===== src/rtl/lsu_access_sequencer.sv =====
// Load/store sequencer between the execute stage and a byte-enabled synchronous BRAM port.
// Steers store lanes, extends load data and optionally splits word-crossing accesses into two beats.
module lsu_access_sequencer #(
  parameter int ADDR_WIDTH       = 32,
  parameter bit ALLOW_MISALIGNED = 1'b0
) (
  input  logic                  clk,
  input  logic                  rst,
  input  logic                  req_valid,
  output logic                  req_ready,
  input  logic                  req_is_store,
  input  logic [ADDR_WIDTH-1:0] req_addr,
  input  logic [2:0]            req_func3,
  input  logic [31:0]           req_wdata,
  output logic                  resp_valid,
  output logic                  resp_err,
  output logic [31:0]           resp_rdata,
  output logic                  mem_en,
  output logic [3:0]            mem_we,
  output logic [ADDR_WIDTH-3:0] mem_addr,
  output logic [31:0]           mem_wdata,
  input  logic [31:0]           mem_rdata
);
  // state | meaning
  // IDLE  | ready, waiting for a request
  // ACC0  | beat 0 driven to the BRAM
  // ACC1  | beat 0 read data captured, beat 1 driven
  // FIN   | last read data captured, load result formed
  // RESP  | one-cycle response pulse
  typedef enum logic [2:0] {IDLE, ACC0, ACC1, FIN, RESP} state_t;
  state_t state;

  logic [3:0]            dec_base;
  logic                  dec_illegal;
  logic [7:0]            dec_mask8;
  logic                  dec_split;
  logic                  dec_err;
  logic [31:0]           dec_size_mask;
  logic [63:0]           dec_data64;

  logic                  lat_store;
  logic [2:0]            lat_func3;
  logic [1:0]            lat_off;
  logic [7:0]            lat_mask8;
  logic [63:0]           lat_data64;
  logic [ADDR_WIDTH-3:0] lat_waddr;
  logic [ADDR_WIDTH-3:0] lat_waddr1;
  logic                  lat_split;
  logic [31:0]           lo_word;

  logic [63:0]           ld_pair;
  logic [31:0]           ld_word;
  logic [31:0]           ld_ext;

  always_comb begin
    dec_base    = 4'b0000;
    dec_illegal = 1'b0;
    case (req_func3)
      3'b000:  dec_base = 4'b0001;
      3'b001:  dec_base = 4'b0011;
      3'b010:  dec_base = 4'b1111;
      3'b100: begin
        dec_base    = 4'b0001;
        dec_illegal = req_is_store;
      end
      3'b101: begin
        dec_base    = 4'b0011;
        dec_illegal = req_is_store;
      end
      default: dec_illegal = 1'b1;
    endcase
  end

  assign dec_mask8     = {4'b0000, dec_base} << req_addr[1:0];
  assign dec_split     = |dec_mask8[7:4];
  assign dec_err       = dec_illegal | (dec_split & ~ALLOW_MISALIGNED);
  assign dec_size_mask = {{8{dec_base[3]}}, {8{dec_base[2]}}, {8{dec_base[1]}}, {8{dec_base[0]}}};
  assign dec_data64    = {32'd0, req_wdata & dec_size_mask} << {req_addr[1:0], 3'b000};

  // Beat 1 wraps from the top word back to word 0.
  assign lat_waddr1 = lat_waddr + {{(ADDR_WIDTH-3){1'b0}}, 1'b1};

  // Reset suppresses a beat in flight so an aborted access commits nothing further.
  always_comb begin
    mem_en    = 1'b0;
    mem_we    = 4'b0000;
    mem_addr  = '0;
    mem_wdata = 32'd0;
    if (!rst) begin
      case (state)
        ACC0: begin
          mem_en    = 1'b1;
          mem_we    = lat_store ? lat_mask8[3:0] : 4'b0000;
          mem_addr  = lat_waddr;
          mem_wdata = lat_data64[31:0];
        end
        ACC1: begin
          mem_en    = 1'b1;
          mem_we    = lat_store ? lat_mask8[7:4] : 4'b0000;
          mem_addr  = lat_waddr1;
          mem_wdata = lat_data64[63:32];
        end
        default: ;
      endcase
    end
  end

  assign ld_pair = lat_split ? {mem_rdata, lo_word} : {32'd0, mem_rdata};
  assign ld_word = ld_pair[{lat_off, 3'b000} +: 32];

  always_comb begin
    ld_ext = 32'd0;
    case (lat_func3)
      3'b000:  ld_ext = {{24{ld_word[7]}}, ld_word[7:0]};
      3'b001:  ld_ext = {{16{ld_word[15]}}, ld_word[15:0]};
      3'b010:  ld_ext = ld_word;
      3'b100:  ld_ext = {24'd0, ld_word[7:0]};
      3'b101:  ld_ext = {16'd0, ld_word[15:0]};
      default: ld_ext = 32'd0;
    endcase
  end

  always_ff @(posedge clk) begin
    if (rst) begin
      state      <= IDLE;
      req_ready  <= 1'b1;
      resp_valid <= 1'b0;
      resp_err   <= 1'b0;
      resp_rdata <= 32'd0;
      lat_store  <= 1'b0;
      lat_func3  <= 3'b000;
      lat_off    <= 2'b00;
      lat_mask8  <= 8'd0;
      lat_data64 <= 64'd0;
      lat_waddr  <= '0;
      lat_split  <= 1'b0;
      lo_word    <= 32'd0;
    end else begin
      resp_valid <= 1'b0;
      resp_err   <= 1'b0;
      resp_rdata <= 32'd0;
      case (state)
        IDLE: begin
          if (req_valid && req_ready) begin
            lat_store  <= req_is_store;
            lat_func3  <= req_func3;
            lat_off    <= req_addr[1:0];
            lat_mask8  <= dec_mask8;
            lat_data64 <= req_is_store ? dec_data64 : 64'd0;
            lat_waddr  <= req_addr[ADDR_WIDTH-1:2];
            lat_split  <= dec_split;
            req_ready  <= 1'b0;
            if (dec_err) begin
              resp_valid <= 1'b1;
              resp_err   <= 1'b1;
              state      <= RESP;
            end else begin
              state <= ACC0;
            end
          end
        end
        ACC0: state <= lat_split ? ACC1 : FIN;
        ACC1: begin
          lo_word <= mem_rdata;
          state   <= FIN;
        end
        FIN: begin
          resp_valid <= 1'b1;
          resp_rdata <= lat_store ? 32'd0 : ld_ext;
          state      <= RESP;
        end
        RESP: begin
          req_ready <= 1'b1;
          state     <= IDLE;
        end
        default: begin
          req_ready <= 1'b1;
          state     <= IDLE;
        end
      endcase
    end
  end
endmodule


===== config.mk =====
export PLATFORM = sky130hd
export DESIGN_NAME = lsu_access_sequencer
export DESIGN_NICKNAME = d
export VERILOG_FILES = /design/src/rtl/lsu_access_sequencer.sv
export SDC_FILE = /design/constraint.sdc
export NUM_CORES = 1
export LEC_CHECK = 0
export BUFFER_PORTS_ARGS = -buffer_cell sky130_fd_sc_hd__buf_2
export CORE_ASPECT_RATIO = 1.4
export CORE_UTILIZATION = 54
export DETAILED_ROUTE_END_ITERATION = 6
export GPL_TIMING_DRIVEN = 0
export PLACE_DENSITY = 0.86
export SLEW_MARGIN = 30
export SYNTH_ARGS = -nofsm -noshare
export SYNTH_HDL_FRONTEND = slang
export SYNTH_SLANG_ARGS = --single-unit

===== constraint.sdc =====
create_clock -name clk -period 2.4 [get_ports clk]
set_clock_uncertainty 0.2 [all_clocks]
set_input_delay 0.48 -clock clk [delete_from_list [all_inputs] [get_ports clk]]
set_output_delay 0.48 -clock clk [all_outputs]
set_load 0.02 [all_outputs]

==> run_results.csv, run 1 <==
group,metric,value,unit
status,status,"did not finish",
status,flow.stopped_at,"5_1_grt",
status,error,"[ERROR GRT-0232] Routing congestion too high. Check the congestion heatmap in the GUI.",
synth,netlist_area,8720,um2
synth,synth_cell_type_count,65,
synth,syn-num-nets,1227,
placed_design,hpwl,22500,um
global_routing,gr-total-overflow,7,
placed_design,gp_congestion,0.980,
synth,synth_area_leaders,"dfxtp_1, nand2_1, a21oi_1, o21ai_0, mux2i_1",
synth,syn_inst,1123,
global_routing,grt_use_total,0.680,
timing,worst_endpoint_kind,"top-level output",
synth,synth_common_cells,"nand2_1, dfxtp_1, a21oi_1, nor2_1, o21ai_0",
die,die_w,109,um
clock_network,clockBufferDepth,2,
synth,synth-edff-count,0,
global_routing,grt_start_max_net_pins,20,
synth,async_flop_share,0,
clock_network,cts_buffers,17,
die,start_util,0.556,
placed_design,io_buffers,201,
die,die_h,152,um
synth,synth_top_area_cell,"dfxtp_1",
synth,synth_warnings,0,
clock_network,clockRootBuffer,"clkbuf_16",
die,num_io_pins,205,
synth,synth_top_area_share,0.390,
clock_network,htreeDepth,4,
timing,grt-worst-endpoint,"mem_addr[28]",
die,rows,54,
synth,ys_seq_area_frac,0.390,
synth,synth_ff_type,"dfxtp_1",
synth,ys_ff_latch,170,
clock_network,numClockSinks,170,
synth,synthMostInstantiatedCell,"nand2_1",
synth,syn_avg_cell_area,7.76,um2
-- per-layer routing --
metal,GRT overflow,track usage
met2,1,0.851
met1,0,0.697
met3,0,0.509
met5,0,0.0963
met4,6,0.654
-- cell families after synthesis --
kind of cell / share of synthesized area
AND/OR/NAND/NOR: 0.235
AO/OA/AOI/OAI: 0.244
flip-flops: 0.390
buffers and inverters: 0.0489
multiplexers: 0.0799
adder cells (fa/ha/maj): 0.00143
-- what timing repair did --
item | CTS
gates resized for setup | 295
hold buffers | 0
buffers inserted | 55
setup endpoints to repair | 79
gates cloned | 8
pin swaps | 69
-- metrics by stage --
stage | setup WS, ns | cell area, um2 | hold WS, ns | cells
after floorplan | -0.0796 | 8820 | 0.216 | 1123
after detailed placement | -0.745 | 10100 | 0.233 | 1520
after global placement | -0.741 | 10100 | 0.226 | 1520
after CTS | -0.419 | 12200 | 0.0670 | 1612
==> run 2, diff against run 1 <==
CORE_ASPECT_RATIO = not set   (was 1.4)
CORE_UTILIZATION = 40   (was 54)
PLACE_DENSITY = not set   (was 0.86)
PLACE_DENSITY_LB_ADDON = 0.15   (was not set)
==> run_results.csv, run 2 <==
group,metric,value,unit
status,status,"complete, but fails checks",
status,violations,"negative setup slack",
pwr,peakVddDrop,0.000480,V
synth,syn_avg_cell_area,7.76,um2
clock_network,ctsHoldBuffers,0,
finish,area_growth,48.3,%
die,num_io_pins,205,
timing,drv_slew,0,
synth,synth_ff_type,"dfxtp_1",
worst_setup_path,path_class,"reg2out",
clock_network,clockRootBuffer,"clkbuf_16",
synth,synth_area_leaders,"dfxtp_1, nand2_1, a21oi_1, o21ai_0, mux2i_1",
global_routing,gr-total-overflow,0,
worst_setup_path,worst-r2r-setup-slack,0.07,ns
timing,relSlewSlack,0.482,
synth,async_flop_share,0,
hold_path,hold_path.class,"in2reg",
clock_network,clock_latency,0.44,ns
timing,hold_slack,0.0626,ns
pwr,powerDensity,640,nW/um2
worst_setup_path,crit_path_start,"lat_waddr[0]",
synth,synth_top_area_share,0.390,
hold_path,whs_path_depth,3,
finish,largest_reg_flops,56,
placed_design,dpl_cell_area,10200,um2
drt,wl,35300,um
die,core,21200,um2
timing,timing.fmax,0.343,GHz
finish,reg_top3,"lat_data64: 56 flops, lo_word: 32 flops, resp_rdata: 32 flops",
timing,final.setup.worst_slack,-0.515,ns
worst_setup_path,worstPathMaxFanout,4,
finish,most-common-layout-cells,"nand2_1, buf_2, dfxtp_1, a21oi_1, buf_4",
drt,ant_nets,0,
worst_setup_path,reg2reg_depth,8,
worst_setup_path,critPathLaunchType,"flip-flop",
clock_network,clockBufferDepth,2,
synth,synth_top_area_cell,"dfxtp_1",
worst_setup_path,rr_endpoint,"lat_data64[29]",
finish,layout.cells.most_common,"nand2_1",
placed_design,gp_congestion,0.927,
global_routing,grt_pass1_vias,9225,
worst_setup_path,cp.arrival,2.23,ns
worst_setup_path,slowest_delay,0.37,ns
finish,fillers,1839,
finish,drive_above_1_share,0.387,
worst_setup_path,path_cells,"ha_4 -> nand3_4 -> nor3_4 -> buf_6 -> nand4_1 -> or3_1 -> o21ai_2 -> buf_6",
finish,top_register,"lat_data64",
synth,syn_inst,1123,
finish,layout.nets,1541,
global_routing,grt_start_max_net_pins,19,
die,die_w,150,um
clock_network,tritoncts,"done",
worst_setup_path,reg2reg_from,"state[1]",
run,drv_cap,0,
drt,drt_iter0_markers,727,
timing,fin_crit,2.91,ns
placed_design,io_buffers,201,
worst_setup_path,cp.required,1.72,ns
synth,synth_cell_type_count,65,
synth,synth-edff-count,0,
clock_network,htreeDepth,4,
clock_network,clk_pin_slew,0.07,ns
clock_network,numClockSinks,170,
placed_design,hpwl,23300,um
die,rows,53,
die,die_h,150,um
finish,design_area,12900,um2
timing,setup_viol,67,
die,start_util,0.411,
global_routing,grt_use_total,0.298,
synth,netlist_area,8720,um2
drt,vias,10100,
drt,viasPerCell,5.84,
synth,ys_seq_area_frac,0.390,
pwr,leakage,5.10,nW
synth,synthMostInstantiatedCell,"nand2_1",
drt,routedWlPerCell,20.5,um
worst_setup_path,path_common_cell,"buf_6",
timing,rsz0062_at_grt,"true",
timing,hold_violations,0,
worst_setup_path,cp-endpoint,"mem_addr[26]",
timing,max_slew.worst_pin.slew,0.772,ns
worst_setup_path,cp-end-kind,"output pin",
drt,drc_errors,0,
synth,synth_warnings,0,
global_routing,grt_pass1_wl,51100,um
clock_network,cts_buffers,17,
timing,fin_crit_sh,1.21,
die,die_area,22400,um2
synth,ys_ff_latch,170,
worst_setup_path,critPathSlowestCell,"dfxtp_4",
drt,first_pass_iters,5,
synth,synth_common_cells,"nand2_1, dfxtp_1, a21oi_1, nor2_1, o21ai_0",
global_routing,antenna_found_initial,1,
synth,syn-num-nets,1227,
-- run 2: cell counts after synthesis --
No cell type changed its count.
-- run 2: what timing repair did --
item	CTS	global route
resized for setup	293	135
gates cloned	8	2
buffers inserted	62	40
endpoints found under the setup margin	67	160
pin swaps	67	75
-- run 2: metrics by stage --
step	setup WS [ns]	utilization	TNS (ns)	cells	power (mW)
final	-0.515	0.609	-20.13	1726	8.28
after global routing	-0.561	0.609	-23.70	1725	8.58
after CTS	-0.467	0.585	-17.80	1699	8.06
after detailed placement	-0.749	0.479	-40.10	1599	4.85
after global placement	-0.772	0.479	-40.39	1599	4.83
after floorplan	-0.0796	-	-0.239	1123	4.25
-- run 2: final cells by class --
cell class              count  area (um2)  area share
multi-input cells         853        5610       0.434
flip-flops and latches    170        3470       0.268
repair buffers            304        2340       0.181
plain buffers              86         568      0.0439
clock buffers              17         425      0.0329
well taps                 275         344      0.0266
clock inverters            15         150      0.0116
inverters                   5        21.3     0.00164
diodes                      1        2.50    0.000194
-- run 2: report_power, final --
part           total (mW)  switching [mW]  internal (mW)
clock network        2.76            1.37           1.39
logic                2.36            1.38          0.981
registers            3.15           0.164           2.99
-- run 2: how the worst min path moves through the flow --
stage | startpoint | end
after floorplan | lat_data64[21] | lat_data64[21]
after global placement | lat_data64[23] | lat_data64[23]
after detailed placement | lat_data64[23] | lat_data64[23]
after CTS | req_addr[18] | lat_waddr[16]
after global routing | req_addr[18] | lat_waddr[16]
final | req_addr[18] | lat_waddr[16]
-- run 2: worst max-delay path: cells and delay by family (launching register included) --
kind	cells	cell delay, ns
AND/OR/NAND/NOR	4	0.89
adder cells (fa/ha/maj)	1	0.15
flip-flops	1	0.37
AO/OA/AOI/OAI	1	0.08
buffers and inverters	2	0.30
-- run 2: routing by layer --
layer	GRT usage	part of all wire	wire length [um]	vias up
li1	-	-	-	4655
met1	0.396	0.42	15000	4866
met2	0.495	0.48	16900	492
met3	0.0500	0.079	2800	62
met4	0.0801	0.017	604	2
met5	0	0.00045	16	-
-- run 2: cells by family after synthesis --
family / after synthesis / share of synthesized area
DFF: 170 / 0.390
AOI/OAI and AO/OA: 337 / 0.244
muxes: 64 / 0.0799
and+or+nand+nor: 451 / 0.235
buffers and inverters: 100 / 0.0489
adders and majority gates: 1 / 0.00143
Note: power is estimated with default switching activity, not from simulation.
==> run 3, diff against run 2 <==
CELL_PAD_IN_SITES_DETAIL_PLACEMENT = 0   (was not set)
CELL_PAD_IN_SITES_GLOBAL_PLACEMENT = 1   (was not set)
CORE_UTILIZATION = 39   (was 40)
SETUP_SLACK_MARGIN = 0.05   (was not set)
==> run_results.csv, run 3 (same netlist as run 2, synthesis figures left out) <==
group,metric,value,unit
hold_path,hold_path.class,"in2reg",
finish,design_area,13100,um2
finish,layout.cells.most_common,"nand2_1",
pwr,p_total,8.45,mW
drt,viasPerCell,5.74,
finish,top_register,"lat_data64",
finish,area_growth,49.7,%
timing,drv_slew,0,
pwr,swShare,0.341,
pwr,powerDensity,647,nW/um2
clock_network,htreeDepth,4,
worst_setup_path,crit_path_start,"lat_waddr[10]",
placed_design,dpl_worst_slack,-0.821,ns
placed_design,dp_cells,1604,
drt,wl,35600,um
run,drv_cap,0,
placed_design,dpl_cell_area,10300,um2
worst_setup_path,reg2reg_from,"state[0]",
global_routing,grt_use_total,0.305,
global_routing,grt_start_max_net_pins,17,
global_routing,grt_pass1_wl,52600,um
timing,hold_slack,0.0569,ns
drt,routedWlPerCell,20.6,um
clock_network,ctsHoldBuffers,0,
pwr,peakVddDrop,0.000487,V
worst_setup_path,cp.arrival,2.19,ns
global_routing,grt_pass1_vias,9267,
finish,largest_reg_flops,56,
die,rows,54,
clock_network,clk_pin_slew,0.08,ns
drt,drt_iter0_markers,648,
placed_design,hpwl,23700,um
finish,reg_top3,"lat_data64: 56 flops, lo_word: 32 flops, resp_rdata: 32 flops",
die,die_h,152,um
worst_setup_path,critPathLaunchType,"flip-flop",
pwr,seqPwrFrac,0.373,
pwr,clockPowerShare,0.344,
timing,rsz0062_at_grt,"true",
pwr,internal_power,5.57,mW
pwr,netSwitchingPower,2.88,mW
drt,first_pass_iters,6,
timing,setup_viol,67,
drt,vias,9896,
finish,layout.nets,1534,
placed_design,io_buffers,201,
placed_design,gp_congestion,0.909,
worst_setup_path,worstPathMaxFanout,6,
die,die_area,23000,um2
worst_setup_path,path_class,"reg2out",
die,num_io_pins,205,
pwr,pwr-share-comb,0.283,
clock_network,clockRootBuffer,"clkbuf_16",
timing,max_slew.worst_pin.slew,0.850,ns
pwr,leakage,5.12,nW
finish,fin_cells,1723,
timing,timing.fmax,0.348,GHz
clock_network,cts_buffers,17,
worst_setup_path,cp-end-kind,"output pin",
clock_network,tritoncts,"done",
timing,final.setup.worst_slack,-0.470,ns
global_routing,gr-total-overflow,0,
drt,ant_nets,0,
timing,fin_crit,2.87,ns
die,start_util,0.398,
finish,diodes,0,
timing,relSlewSlack,0.434,
finish,fillers,1986,
clock_network,numClockSinks,170,
die,die_w,152,um
finish,most-common-layout-cells,"nand2_1, buf_2, dfxtp_1, a21oi_1, buf_6",
status,violations,"negative setup slack",
global_routing,antenna_found_initial,1,
timing,hold_violations,0,
die,core,21900,um2
hold_path,hold_start,"req_addr[17]",
drt,drc_errors,0,
worst_setup_path,cp.required,1.72,ns
timing,fin_crit_sh,1.20,
clock_network,clock_latency,0.44,ns
clock_network,clockBufferDepth,2,
finish,drive_above_1_share,0.400,
status,status,"complete, but fails checks",
==> run 3: power by group through the flow <==
stage               combinational, mW  clock, mW  sequential, mW
detailed placement               1.69          0            3.19
finish                           2.39       2.91            3.15
global route                     2.54       3.03            3.17
CTS                              2.22       2.92            3.13
global placement                 1.69          0            3.18
floorplan                        1.10          0            3.16
==> run 3: metrics by stage <==
stage,TNS (ns),utilization
after floorplan,0,-
after global placement,-48.77,0.469
after detailed placement,-51.35,0.469
after CTS,-20.04,0.575
after global routing,-24.74,0.596
final,-20.26,0.596
==> run 3: what timing repair did <==
| item | in CTS | in global routing |
|---|---|---|
| cloned | 7 | 2 |
| pin swaps | 56 | 49 |
| setup buffers | 67 | 25 |
| resized for setup | 307 | 117 |
| setup endpoints to repair | 104 | 161 |
==> run 3: final timing paths <==
kind	slack (ns)	end	cells after the start
setup / recovery	-0.47	mem_addr[29]	7
hold / removal	0.06	lat_waddr[15]	3
setup reg to reg	0.08	resp_rdata[30]	8
hold reg to reg	0.25	lat_data64[39]	2
==> run 3: cell type report <==
cell class | count | area [um2] | share of cell area
tap | 280 | 350 | 0.0268
multi-input combinational | 853 | 5720 | 0.438
clock inverter | 12 | 153 | 0.0117
timing repair buffer | 297 | 2310 | 0.177
sequential | 170 | 3470 | 0.266
buffer | 86 | 576 | 0.0441
clock buffer | 20 | 447 | 0.0342
inverter | 5 | 25.0 | 0.00192
==> run 3: critical path: stages, from the launching register on <==
cell      delay [ns]
dfxtp_4         0.37
and4_4          0.22
and3_4          0.23
nand4b_1        0.13
buf_6           0.17
or4_4           0.43
nand3_4         0.08
buf_6           0.12
==> run 3: routing by layer <==
metal  routed length, um  vias to the layer above  share of wire  global-route usage
met3                2730                       55          0.077              0.0542
met4                 786                        0          0.022               0.104
met2               16500                      451           0.46               0.479
li1                    -                     4641              -                   -
met1               15600                     4749           0.44               0.419
met5                   0                        -              0                   0
==> run 4, diff against run 3 <==
ABC_AREA = 1   (was not set)
CORE_UTILIZATION = 38   (was 39)
==> run_results.csv, run 4 <==
group,metric,value,unit
status,status,"complete, but fails checks",
status,violations,"negative setup slack",
synth,async_flop_share,0,
finish,reg_top3,"lat_data64: 56 flops, lo_word: 32 flops, resp_rdata: 32 flops",
clock_network,htreeDepth,4,
timing,max_slew.worst_pin.slew,0.812,ns
placed_design,dp_cells,2144,
die,die_h,163,um
finish,largest_reg_flops,56,
placed_design,hpwl,32600,um
worst_setup_path,worstPathMaxFanout,5,
drt,first_pass_iters,6,
die,rows,58,
timing,relSlewSlack,0.454,
clock_network,clock_latency,0.45,ns
drt,ant_nets,0,
worst_setup_path,crit_path_start,"lat_waddr[5]",
die,die_area,26400,um2
synth,synth_top_area_share,0.347,
clock_network,clockRootBuffer,"clkbuf_16",
placed_design,io_buffers,203,
worst_setup_path,path_cells,"nand2_4 -> nor2_4 -> nand3_4 -> nor2_4 -> nand4_1 -> a21oi_2 -> buf_4",
synth,synth_simple_gate_area_share,0.374,
run,drv_cap,0,
worst_setup_path,reg2reg_depth,9,
synth,synth_xor_area_frac,0,
global_routing,gr-total-overflow,0,
worst_setup_path,cp-end-kind,"output pin",
synth,synth_warnings,0,
timing,final.setup.worst_slack,-0.222,ns
worst_setup_path,rr_endpoint,"lat_data64[37]",
finish,most-common-layout-cells,"nand2_1, buf_2, a21oi_1, dfxtp_1, nand3_1",
worst_setup_path,critPathLaunchType,"flip-flop",
pwr,p_total,9.92,mW
clock_network,clockBufferDepth,2,
drt,drc_errors,0,
clock_network,ctsHoldBuffers,0,
worst_setup_path,critical_path_buf_inv_count,1,
drt,routedWlPerCell,20.0,um
finish,design_area,14500,um2
finish,layout.nets,1997,
worst_setup_path,cp.arrival,1.94,ns
pwr,powerDensity,684,nW/um2
placed_design,dpl_worst_slack,-0.641,ns
finish,top_register,"lat_data64",
global_routing,antenna_found_initial,0,
pwr,leakage,6.67,nW
worst_setup_path,slowest_delay,0.42,ns
timing,drv_slew,0,
timing,rsz0062_at_grt,"true",
timing,setup_viol,65,
worst_setup_path,crit_family,"simple AND/OR/NAND/NOR gates",
synth,synth_ff_type,"dfxtp_1",
synth,synthAdderAreaFrac,0.00128,
finish,diodes,0,
global_routing,grt_pass1_vias,11200,
finish,layout.cells.most_common,"nand2_1",
clock_network,numClockSinks,170,
global_routing,grt_pass1_wl,65400,um
drt,viasPerCell,5.40,
worst_setup_path,critPathSlowestCell,"dfxtp_4",
synth,syn-num-nets,1715,
finish,fin_cells,2236,
die,start_util,0.388,
synth,synth_area_leaders,"dfxtp_1, nand2_1, a21oi_1, nand3_1, nor2_1",
drt,vias,12100,
synth,synth.area.mux_share,0,
synth,ys_seq_area_frac,0.347,
clock_network,tritoncts,"done",
synth,syn_avg_cell_area,6.08,um2
synth,ys_ff_latch,170,
finish,drive_above_1_share,0.341,
worst_setup_path,cp-endpoint,"mem_addr[21]",
clock_network,clk_pin_slew,0.08,ns
die,core,25300,um2
worst_setup_path,worst-r2r-setup-slack,0.14,ns
die,num_io_pins,205,
timing,hold_slack,0.0540,ns
global_routing,grt_start_max_net_pins,19,
synth,netlist_area,9800,um2
worst_setup_path,path_common_cell,"nor2_4",
drt,wl,44800,um
pwr,peakVddDrop,0.000448,V
worst_setup_path,cp_num_cells,7,
synth,synthMostInstantiatedCell,"nand2_1",
die,die_w,163,um
synth,synth_cell_type_count,37,
timing,hold_violations,0,
timing,fin_crit_sh,1.09,
finish,post-route-util,0.574,
timing,fin_crit,2.62,ns
synth,synth_compound_area_frac,0.179,
timing,setup_tns,-8.38,ns
timing,timing.fmax,0.381,GHz
global_routing,grt_use_total,0.330,
clock_network,cts_buffers,17,
worst_setup_path,reg2reg_from,"state[1]",
finish,area_growth,47.9,%
drt,drt_iter0_markers,1079,
hold_path,hold_path.class,"in2reg",
synth,syn_inst,1611,
synth,synth_common_cells,"nand2_1, a21oi_1, dfxtp_1, nand3_1, nor2_1",
synth,synth-edff-count,0,
placed_design,gp_congestion,0.984,
placed_design,dpl_cell_area,11200,um2
synth,synth_top_area_cell,"dfxtp_1",
worst_setup_path,cp.required,1.72,ns
worst_setup_path,path_class,"reg2out",
synth,synth_top_family_by_area,"simple AND/OR/NAND/NOR gates",
run 4: worst reg2reg max path, cell delays in order (launching register included):
cell	delay, ns
dfxtp_4	0.37
buf_6	0.12
nor2_4	0.17
buf_4	0.16
nand4_4	0.23
nor2_1	0.38
nand2_1	0.19
nand2_1	0.11
nand2_1	0.12
a21oi_1	0.16
run 4: worst min path at each step:
stage	startpoint	endpoint	cells past startpoint
after global routing	req_addr[3]	lat_waddr[1]	3
final	req_addr[3]	lat_waddr[1]	3
after CTS	req_addr[3]	lat_waddr[1]	3
after detailed placement	lo_word[26]	lo_word[26]	2
after floorplan	lo_word[26]	lo_word[26]	2
after global placement	lo_word[26]	lo_word[26]	2
run 4: metal layers:
metal,GRT usage,share of wire,vias up
li1,-,-,5805
met1,0.433,0.43,5619
met2,0.539,0.46,566
met3,0.0402,0.067,94
met4,0.154,0.044,0
met5,0,0,-
run 4: logic make-up (layout without fill, tap and decap cells):
family / Yosys count / after routing
DFF: 170 / 170
AOI/OAI and AO/OA: 332 / 332
adders and majority gates: 1 / 1
buffers and inverters: 219 / 514
and+or+nand+nor: 889 / 889
run 4: area by class of cell:
| cell class | instances | area, um2 |
|---|---|---|
| buffer | 103 | 758 |
| clock buffer | 17 | 425 |
| clock inverter | 15 | 169 |
| fill | 2515 | 10800 |
| inverter | 116 | 480 |
| multi-input combinational | 1222 | 6760 |
| sequential | 170 | 3490 |
| tap | 330 | 413 |
| timing repair buffer | 262 | 1970 |
| timing repair inverter | 1 | 16.3 |
run 4: power breakdown:
group,internal (mW),switching [mW]
clock network,1.50,1.42
logic,1.26,2.29
registers,3.11,0.328
total,5.87,4.05
run 4: what timing repair did:
item                       4_1_cts  5_1_grt
gates cloned                     7        4
setup buffers                   39       17
pin swaps                       53       84
setup endpoints to repair       67      100
resized for setup              367      257
